[src/rtl/ddr4_cmd_pkg.sv]
// Shared types and pin encoding for the DDR4 command sequencer.
package ddr4_cmd_pkg;

  typedef enum logic [2:0] {CMD_DES, CMD_ACT, CMD_RD, CMD_WR, CMD_PRE, CMD_REF} cmd_e;

  typedef enum logic [3:0] {
    S_INIT, S_IDLE, S_ACT, S_WAIT_RCD, S_RW, S_WAIT_DATA, S_BURST,
    S_WAIT_PRE, S_PRE, S_WAIT_RP, S_REF, S_WAIT_RFC
  } state_e;

  localparam int A_W = 17;

  // {RAS_n, CAS_n, WE_n} carried on A[16:14] for non-ACT commands
  localparam logic [2:0] RCW_RD  = 3'b101;
  localparam logic [2:0] RCW_WR  = 3'b100;
  localparam logic [2:0] RCW_PRE = 3'b010;
  localparam logic [2:0] RCW_REF = 3'b001;

  typedef struct packed {
    logic           cs_n;
    logic           act_n;
    logic [A_W-1:0] a;
  } pins_t;

  function automatic int max2(input int x, input int y);
    return (x > y) ? x : y;
  endfunction

  function automatic pins_t cmd_pins(input cmd_e cmd, input logic [A_W-1:0] row,
                                     input logic [A_W-1:0] col);
    pins_t p;
    p = '{cs_n: 1'b1, act_n: 1'b1, a: '0};
    case (cmd)
      CMD_ACT: begin p.cs_n = 1'b0; p.act_n = 1'b0; p.a = row; end
      CMD_RD:  begin p.cs_n = 1'b0; p.a = col; p.a[16:14] = RCW_RD; p.a[10] = 1'b0; end
      CMD_WR:  begin p.cs_n = 1'b0; p.a = col; p.a[16:14] = RCW_WR; p.a[10] = 1'b0; end
      CMD_PRE: begin p.cs_n = 1'b0; p.a[16:14] = RCW_PRE; end
      CMD_REF: begin p.cs_n = 1'b0; p.a[16:14] = RCW_REF; end
      default: ;
    endcase
    return p;
  endfunction

endpackage

[src/rtl/ddr_wait_counter.sv]
// Loadable down-counter; done is high while the count sits at zero.
module ddr_wait_counter #(
  parameter int W       = 6,
  parameter int RST_VAL = 0
) (
  input  logic         clk,
  input  logic         rst,
  input  logic         load,
  input  logic [W-1:0] load_val,
  output logic         done
);
  logic [W-1:0] cnt;

  always_ff @(posedge clk or posedge rst)
    if (rst)              cnt <= W'(RST_VAL);
    else if (load)        cnt <= load_val;
    else if (cnt != '0)   cnt <= cnt - 1'b1;

  assign done = (cnt == '0);
endmodule

[src/rtl/ddr4_cmd_sequencer.sv]
// Closed-page, single-outstanding DDR4 command sequencer (ACT, RD/WR, burst, PRE).
// Optional periodic refresh when REFRESH_EN is defined.
module ddr4_cmd_sequencer
  import ddr4_cmd_pkg::*;
#(
  parameter int BGWIDTH   = 2,
  parameter int BAWIDTH   = 2,
  parameter int ADDRWIDTH = 17,
  parameter int COLWIDTH  = 10,
  parameter int CHIPS     = 18,
  parameter int DQWIDTH   = 72,
  parameter int BL        = 8,
  parameter int TINIT     = 5,
  parameter int TRCD      = 15,
  parameter int TCL       = 15,
  parameter int TCWL      = 11,
  parameter int TWR       = 16,
  parameter int TRP       = 15
`ifdef REFRESH_EN
  ,
  parameter int TREFI     = 7800,
  parameter int TRFC      = 350
`endif
) (
  input  logic                  clk,
  input  logic                  rst,
  input  logic                  req_valid,
  output logic                  req_ready,
  input  logic                  req_write,
  input  logic [BGWIDTH-1:0]    req_bg,
  input  logic [BAWIDTH-1:0]    req_ba,
  input  logic [ADDRWIDTH-1:0]  req_row,
  input  logic [COLWIDTH-1:0]   req_col,
  input  logic [BL*DQWIDTH-1:0] req_wdata,
  output logic                  rd_valid,
  output logic [BL*DQWIDTH-1:0] rd_data,
  output logic                  reset_n,
  output logic                  cke,
  output logic                  cs_n,
  output logic                  act_n,
  output logic [ADDRWIDTH-1:0]  A,
  output logic [BGWIDTH-1:0]    bg,
  output logic [BAWIDTH-1:0]    ba,
  output logic [DQWIDTH-1:0]    dq_out,
  output logic                  dq_oe,
  input  logic [DQWIDTH-1:0]    dq_in,
  output logic [CHIPS-1:0]      dqs_t,
  output logic [CHIPS-1:0]      dqs_c
);
  localparam int MAXT0 = max2(max2(max2(TINIT, TRCD), max2(TCL, TCWL)), max2(TWR, TRP));
`ifdef REFRESH_EN
  localparam int MAXT = max2(MAXT0, TRFC);
`else
  localparam int MAXT = MAXT0;
`endif
  localparam int CW = $clog2(MAXT + BL) + 1;

  // Every wait loads interval-1 on entry to its command state so done marks the last cycle
  localparam logic [CW-1:0] L_RCD = CW'(TRCD - 1);
  localparam logic [CW-1:0] L_CL  = CW'(TCL - 1);
  localparam logic [CW-1:0] L_CWL = CW'(TCWL - 1);
  localparam logic [CW-1:0] L_BL  = CW'(BL - 1);
  localparam logic [CW-1:0] L_WR  = CW'((TWR > 1) ? TWR - 2 : 0);
  localparam logic [CW-1:0] L_RP  = CW'(TRP - 1);

  state_e state, state_nxt;
  cmd_e   cmd_nxt;
  logic   ld, cnt_done, accept, beat_nxt, cap, rd_fin;
  logic [CW-1:0] ld_val;
  logic   wr_q;
  logic [COLWIDTH-1:0]         col_q;
  logic [BL*DQWIDTH-1:0]       wsh;
  logic [(BL-1)*DQWIDTH-1:0]   rsh;
  pins_t  pins;

  ddr_wait_counter #(.W(CW), .RST_VAL(TINIT)) u_wait (
    .clk(clk), .rst(rst), .load(ld), .load_val(ld_val), .done(cnt_done)
  );

`ifdef REFRESH_EN
  localparam int RW = $clog2(TREFI) + 1;
  localparam logic [CW-1:0] L_RFC = CW'(TRFC - 1);
  logic [RW-1:0] ref_cnt;
  logic          ref_pend, ref_clr;

  always_ff @(posedge clk or posedge rst)
    if (rst) begin
      ref_cnt  <= RW'(TREFI - 1);
      ref_pend <= 1'b0;
    end else if (ref_cnt == '0) begin
      ref_cnt  <= RW'(TREFI - 1);
      ref_pend <= 1'b1;
    end else begin
      ref_cnt  <= ref_cnt - 1'b1;
      if (ref_clr) ref_pend <= 1'b0;
    end

  assign req_ready = (state == S_IDLE) && !ref_pend;
`else
  assign req_ready = (state == S_IDLE);
`endif

  always_comb begin
    state_nxt = state;
    cmd_nxt   = CMD_DES;
    ld        = 1'b0;
    ld_val    = '0;
    accept    = 1'b0;
    beat_nxt  = 1'b0;
    cap       = 1'b0;
    rd_fin    = 1'b0;
`ifdef REFRESH_EN
    ref_clr   = 1'b0;
`endif
    case (state)
      S_INIT: if (cnt_done) state_nxt = S_IDLE;
      S_IDLE: begin
`ifdef REFRESH_EN
        if (ref_pend) begin
          state_nxt = S_REF; cmd_nxt = CMD_REF; ld = 1'b1; ld_val = L_RFC;
        end else
`endif
        if (req_valid) begin
          accept = 1'b1; state_nxt = S_ACT; cmd_nxt = CMD_ACT; ld = 1'b1; ld_val = L_RCD;
        end
      end
      S_ACT, S_WAIT_RCD:
        if (cnt_done) begin
          state_nxt = S_RW; cmd_nxt = wr_q ? CMD_WR : CMD_RD;
          ld = 1'b1; ld_val = wr_q ? L_CWL : L_CL;
        end else state_nxt = S_WAIT_RCD;
      S_RW, S_WAIT_DATA:
        if (cnt_done) begin
          state_nxt = S_BURST; ld = 1'b1; ld_val = L_BL; beat_nxt = wr_q;
        end else state_nxt = S_WAIT_DATA;
      S_BURST: begin
        cap = !wr_q;
        if (!cnt_done) beat_nxt = wr_q;
        else begin
          rd_fin = !wr_q;
          if (!wr_q || TWR == 1) begin
            state_nxt = S_PRE; cmd_nxt = CMD_PRE; ld = 1'b1; ld_val = L_RP;
          end else begin
            state_nxt = S_WAIT_PRE; ld = 1'b1; ld_val = L_WR;
          end
        end
      end
      S_WAIT_PRE:
        if (cnt_done) begin
          state_nxt = S_PRE; cmd_nxt = CMD_PRE; ld = 1'b1; ld_val = L_RP;
        end
      S_PRE, S_WAIT_RP: state_nxt = cnt_done ? S_IDLE : S_WAIT_RP;
`ifdef REFRESH_EN
      S_REF, S_WAIT_RFC:
        if (cnt_done) begin
          state_nxt = S_IDLE; ref_clr = 1'b1;
        end else state_nxt = S_WAIT_RFC;
`endif
      default: state_nxt = S_INIT;
    endcase
  end

  // ACT only issues on the accept cycle, so the live req_row is the row to drive
  assign pins = cmd_pins(cmd_nxt, A_W'(req_row), A_W'(col_q));

  always_ff @(posedge clk or posedge rst)
    if (rst) begin
      state    <= S_INIT;
      reset_n  <= 1'b0;
      cke      <= 1'b0;
      cs_n     <= 1'b1;
      act_n    <= 1'b1;
      A        <= '0;
      bg       <= '0;
      ba       <= '0;
      wr_q     <= 1'b0;
      col_q    <= '0;
      wsh      <= '0;
      rsh      <= '0;
      dq_out   <= '0;
      dq_oe    <= 1'b0;
      dqs_t    <= '0;
      dqs_c    <= '1;
      rd_valid <= 1'b0;
      rd_data  <= '0;
    end else begin
      state   <= state_nxt;
      reset_n <= 1'b1;
      cke     <= 1'b1;
      cs_n    <= pins.cs_n;
      act_n   <= pins.act_n;
      A       <= ADDRWIDTH'(pins.a);
      if (accept) begin
        bg    <= req_bg;
        ba    <= req_ba;
        wr_q  <= req_write;
        col_q <= req_col;
        wsh   <= req_wdata;
      end else if (beat_nxt) begin
        wsh   <= {{DQWIDTH{1'b0}}, wsh[BL*DQWIDTH-1:DQWIDTH]};
      end
      dq_out <= beat_nxt ? wsh[DQWIDTH-1:0] : '0;
      dq_oe  <= beat_nxt;
      dqs_t  <= {CHIPS{beat_nxt}};
      dqs_c  <= {CHIPS{~beat_nxt}};
      if (cap) rsh <= {dq_in, rsh[(BL-1)*DQWIDTH-1:DQWIDTH]};
      rd_valid <= rd_fin;
      if (rd_fin) rd_data <= {dq_in, rsh};
    end

  always_ff @(posedge clk)
    assert (TINIT > 0 && TRCD > 0 && TCL > 0 && TCWL > 0 && TWR > 0 && TRP > 0 &&
            BL > 2 && ADDRWIDTH == A_W)
      else $error("ddr4_cmd_sequencer: illegal parameter");
`ifdef REFRESH_EN
  always_ff @(posedge clk)
    assert (TREFI > 0 && TRFC > 0) else $error("ddr4_cmd_sequencer: illegal refresh timing");
`endif
endmodule

[config.mk]
export PLATFORM = sky130hd
export DESIGN_NAME = ddr4_cmd_sequencer
export DESIGN_NICKNAME = d
export VERILOG_FILES = /design/src/rtl/ddr4_cmd_pkg.sv /design/src/rtl/ddr_wait_counter.sv /design/src/rtl/ddr4_cmd_sequencer.sv
export SDC_FILE = /design/constraint.sdc
export NUM_CORES = 2
export LEC_CHECK = 0
export BUFFER_PORTS_ARGS = -buffer_cell sky130_fd_sc_hd__buf_2
export CAP_MARGIN = 10
export CELL_PAD_IN_SITES_DETAIL_PLACEMENT = 2
export CELL_PAD_IN_SITES_GLOBAL_PLACEMENT = 2
export CORE_AREA = 2 2 551 553
export DETAILED_ROUTE_END_ITERATION = 7
export DIE_AREA = 0 0 553 555
export PLACE_DENSITY_LB_ADDON = 0.1
export SYNTH_ARGS = -nofsm -noshare
export SYNTH_HDL_FRONTEND = slang
export SYNTH_SLANG_ARGS = --single-unit
[constraint.sdc]
create_clock -name clk -period 58.3 [get_ports clk]
set_clock_uncertainty 0.05 [all_clocks]
set_input_delay 2.915 -clock clk [delete_from_list [all_inputs] [get_ports clk]]
set_output_delay 2.915 -clock clk [all_outputs]
set_load 0.01 [all_outputs]
# Word-level counts from Yosys, hierarchy flattened
# Cells that the tools add are included.
# word_totals
register_bits	1777
latch_bits	0
ramBits	0
rom_bits	0
output_inout_bits	712
word_cells	93
memories	0
# op_classes
n_addsub	1
mul	0
div	0
magnitude_cmp	0
n_eq_ne	18
n_shift	0
n_mux	41
n_bitwise	1
reduce_logical	14
# op_table
operator	count
576-bit 2-to-1 mux	2
72-bit 2-to-1 mux	1
4-bit 2-to-1 mux	9
14-bit case mux with 2 select lines	1
4-bit case mux with 7 select lines	1
3-bit 2-to-1 mux	6
4-bit by 3-bit == test with 1-bit output (second input constant)	4
4-bit case mux with 4 select lines	1
3-bit case mux with 5 select lines	1
1-bit 2-to-1 mux	12
6-bit 2-to-1 mux	2
3-bit case mux with 4 select lines	1
2-bit OR reduction	5
4-bit by 2-bit == test with 1-bit output (second input constant)	2
4-bit == test (second input constant)	2
2-bit != test (second input constant)	4
3-bit by 2-bit == test with 1-bit output (second input constant)	2
3-bit == test (second input constant)	2
6-bit logical NOT	1
6-bit nonzero test	1
6-bit OR reduction	1
6-bit by 1-bit subtractor with 6-bit output (second input constant)	1
5-bit OR reduction	1
4-bit by 1-bit == test with 1-bit output (second input constant)	1
other kinds (8)	11

# Depth between registers and ports, before layout
# depth
ltp_word	6
depth_mapped	11

# Cells and area by module
# A second synthesis with hierarchy kept.
# unflattened
hier_cells	4872
hier_area_um2	71594.9
# by_module_without_submodules
mod	n_inst	cells_each	area_each_um2	seq_area_each_um2
ddr4_cmd_sequencer	1	4832	71210.8	44296.2
ddr_wait_counter	1	40	384.1	152.6

# Worst setup path before layout
# Ideal clock, no wire load.
# synth_timing
path_type	input-to-reg
from	input port req_valid
to	register wsh[100]
arrival_time_ns	4.277
required_ns	58.124
path_slack_ns	53.847
cell_stages	8
cell_sequence	and4bb_2 > and2_1 > buf_2 > inv_2 > clkbuf_1 > clkbuf_1 > and4_1 > a221o_1
# synth_between
elab_chain_len	3
# synth_rtl
element	line_no	source
start, declared	ddr4_cmd_sequencer.sv:27	input logic req_valid,
1-bit 2-to-1 mux (*)	ddr4_cmd_sequencer.sv:123	if (req_valid) begin
1-bit 2-to-1 mux (*)	ddr4_cmd_sequencer.sv:115	case (state)
576-bit 2-to-1 mux / 2-bit nonzero test (equally long branches)	n/a	
end signal, assigned	ddr4_cmd_sequencer.sv:198	wsh <= req_wdata;
end signal, assigned	ddr4_cmd_sequencer.sv:200	wsh <= {{DQWIDTH{1'b0}}, wsh[BL*DQWIDTH-1:DQWIDTH]};
end, declared	ddr4_cmd_sequencer.sv:72	logic [BL*DQWIDTH-1:0] wsh;
# Mark *: on every way between the ends. The rest lies on a longest branch, timed or not.
# A chain may end at the register's enable or synchronous reset.

==> metrics.txt <==
number of enable flip-flop cells after synthesis 0; synth unique cells 53; drt pass-1 iters 5; Post-synth top cells dfrtp_1, mux2_2, a221o_1, and4_1, clkbuf_1; Min-Delay Endpoint dq_out[41]; hpwl dp around 220000 um; pin count of the biggest net entering global routing 224; design area 88500 um2; GR Util met3 0.0619; dpl cell area 81200 um2; worst hold path startpoint wsh[41]; io pins 1395; GRT busiest layer met2; Max Cap Viol 0; FFs w/ async S/R, synth 1.00; initial antenna violation count ~250; Multi-input gate area 24100 um2; Worst Path Arrival about 8200 ps; yosys warns 0; Worst-Margin Slew 1390 ps; number of port buffers about 1400; Max IR drop VDD between 0.02 and 0.025 mV; nets 6809; sequential fraction of the synthesis area 0.627; Required @ worst endpoint a little under 60000 ps; Final min period between 7000 and 8000 ps; Area growth syn-to-layout 24.8%; Max clock buf depth 4; # DRC 0; Routability Congestion 0.812; Via-to-Cell Ratio 4.81; top-count cell post-synth dfrtp_1; Final WS setup approximately 50000 ps; Clk pwr share 0.510; Comb pwr share 0.025; crit-path max FO around 130; PostCTS Resize Cnt 0; WHS Path Cells 1; post-synth top area cell dfrtp_1; vias in the first global route around 53000; final setup vio count 0; startpoint types primary input; Hold Vio Cnt, Final 0; GR Util met2 0.322; Max Freq between 100 and 150 MHz; Lkg Pwr 45.2 nW; worst slack at placement 49590 ps; Net Count, Synth 5615; CTS tree done; P_int 2.06 mW; GRT overflow 0; Routed WL a little over 300000 um; Synth Flop Type dfrtp_1; reg-to-reg endpoint wsh[76]; total CTS buffers roughly 220; Sequential Power Share 0.465; hold buffer count at cts 0; met1 Use GR 0.244; Switch Pwr roughly 0.60 mW; Iteration-0 DRC Markers approximately 3100; Clock Latency Late Sink between 800 and 900 ps; reg2reg setup slack 52030 ps; layout cells sized above 1 0.459; area of the mapped netlist approximately 71000 um2; clk sinks approximately 1800; Post-CTS Setup Bufs 0; row cnt around 200; status completed; Core Region 301000 um2; PwrDens around 30 nW/um2; cells on worst reg2reg path 10; Sequential Area between 40000 and 50000 um2; syn avg cell area between 10 and 15 um2; Die H 555 um; DR WL/cell 30.0 um; Via Count between 40000 and 50000; Yosys reg bits roughly 1800; die width around 550 um; Root Buffer clkbuf_16; Die ar. ~310000 um2; CTS HTree Levels 4; fin crit share 0.128; WS Path Type in -> async; Initial Utilization 0.235; Crit. End Element asynchronous set/reset pin; Util after Layout 0.294; Synth Instances about 4900; clock-pin slew on the worst setup and hold paths roughly 60 ps; top cells by area, synth dfrtp_1, mux2_2, a221o_1; Sw Share 0.227; antenna-violating nets left 0; RSZ-0062 raised after global routing false; Fillers between 30000 and 40000; first-pass GRT wire length about 440000 um; Slew HR 0.0720; Min-Delay Path Class reg -> reg; GRT Util Overall 0.198; setup TNS 0 ps; post-synth top area share 0.625; Pins Over Slew Limit 0; FF-to-FF Start u_wait.cnt[0]
==> worst max-delay path: stages <==
cell and delay (ps):
buf_2 130, inv_8 540, buf_4 700, buf_4 740
buf_4 660, buf_4 740, buf_12 550, buf_4 850
==> area by class of cell <==
| class | instances | share of cell area |
|---|---|---|
| inverter | 11 | 0.000721 |
| clock buffer | 335 | 0.0733 |
| multi-input combinational | 2651 | 0.272 |
| timing repair buffer | 1468 | 0.0861 |
| antenna | 111 | 0.00314 |
| clock inverter | 45 | 0.00633 |
| tap | 3978 | 0.0562 |
| sequential | 1776 | 0.502 |
==> logic make-up after synthesis <==
group | count (synthesis) | share of synthesized area
mux | 1080 | 0.171
buf+inv | 504 | 0.0344
xor+xnor | 3 | 0.000371
simple gates | 877 | 0.0822
fa+ha+maj | 1 | 0.000176
flops | 1776 | 0.627
compound gates | 689 | 0.0846
other cells | 1 | 0.0000529
==> metrics by stage <==
stage / total power, mW / cells / hold WS (ps)
global route: 2.77 / 10300 / 446
finish: 2.66 / 10400 / 411
detailed placement: 1.33 / 9884 / 419
floorplan: 1.28 / 4931 / 397
CTS: 2.72 / 10300 / 416
global placement: 1.33 / 9884 / 409
==> sequential cells by signal (all words and copies together) (netlist names) <==
name        flops
u_wait.cnt      6
rd_data       576
ba              2
bg              2
cs_n            1
dqs_c           1
dq_out         72
A              17
rd_valid        1
rsh           504
col_q          10
wr_q            1
dqs_t           1
cke             1
state           4
wsh           576
act_n           1
==> how the worst max path moves through the flow <==
| stage | start | cells after the start | slack, ps | end |
|---|---|---|---|---|
| floorplan | rst | 1 | 5210 | A[0] |
| global placement | rst | 8 | 49630 | rd_data[147] |
| detailed placement | rst | 8 | 49590 | rsh[219] |
| CTS | rst | 8 | 50530 | rsh[6] |
| global route | rst | 8 | 50010 | rsh[79] |
| finish | rst | 8 | 50820 | rsh[79] |
==> cell usage in the layout, fill, tap and decap left out, types with 4 or more instances in the layout <==
cell type,instances
nand3_1,73
nor3_1,4
buf_2,1394
and3_1,6
buf_4,67
a221o_1,431
and4_1,431
a21oi_1,4
a22o_1,12
nand2_1,195
dfrtp_1,1771
o211ai_1,73
mux2_2,1080
clkbuf_8,57
buf_12,7
inv_1,8
diode_2,111
a31oi_1,72
and2_1,73
nor2_1,77
dfstp_2,5
o21ai_0,80
bufinv_16,9
clkinv_2,25
clkbuf_1,59
clkbuf_16,219
==> layer usage <==
metal,vias to the layer above,part of all wire
li1,21100,-
met1,26400,0.41
met2,1676,0.48
met3,621,0.077
met4,128,0.038
met5,-,0.0026
==> power by group through the flow <==
stage / Clock, mW / Combinational (mW) / Sequential, mW
6_report: 1.36 / 0.0664 / 1.24
5_1_grt: 1.46 / 0.0740 / 1.24
4_1_cts: 1.41 / 0.0700 / 1.24
3_5_place_dp: 0 / 0.0700 / 1.26
3_3_place_gp: 0 / 0.0694 / 1.26
2_1_floorplan: 0 / 0.0202 / 1.26
Power figures use the tool's default switching activity.
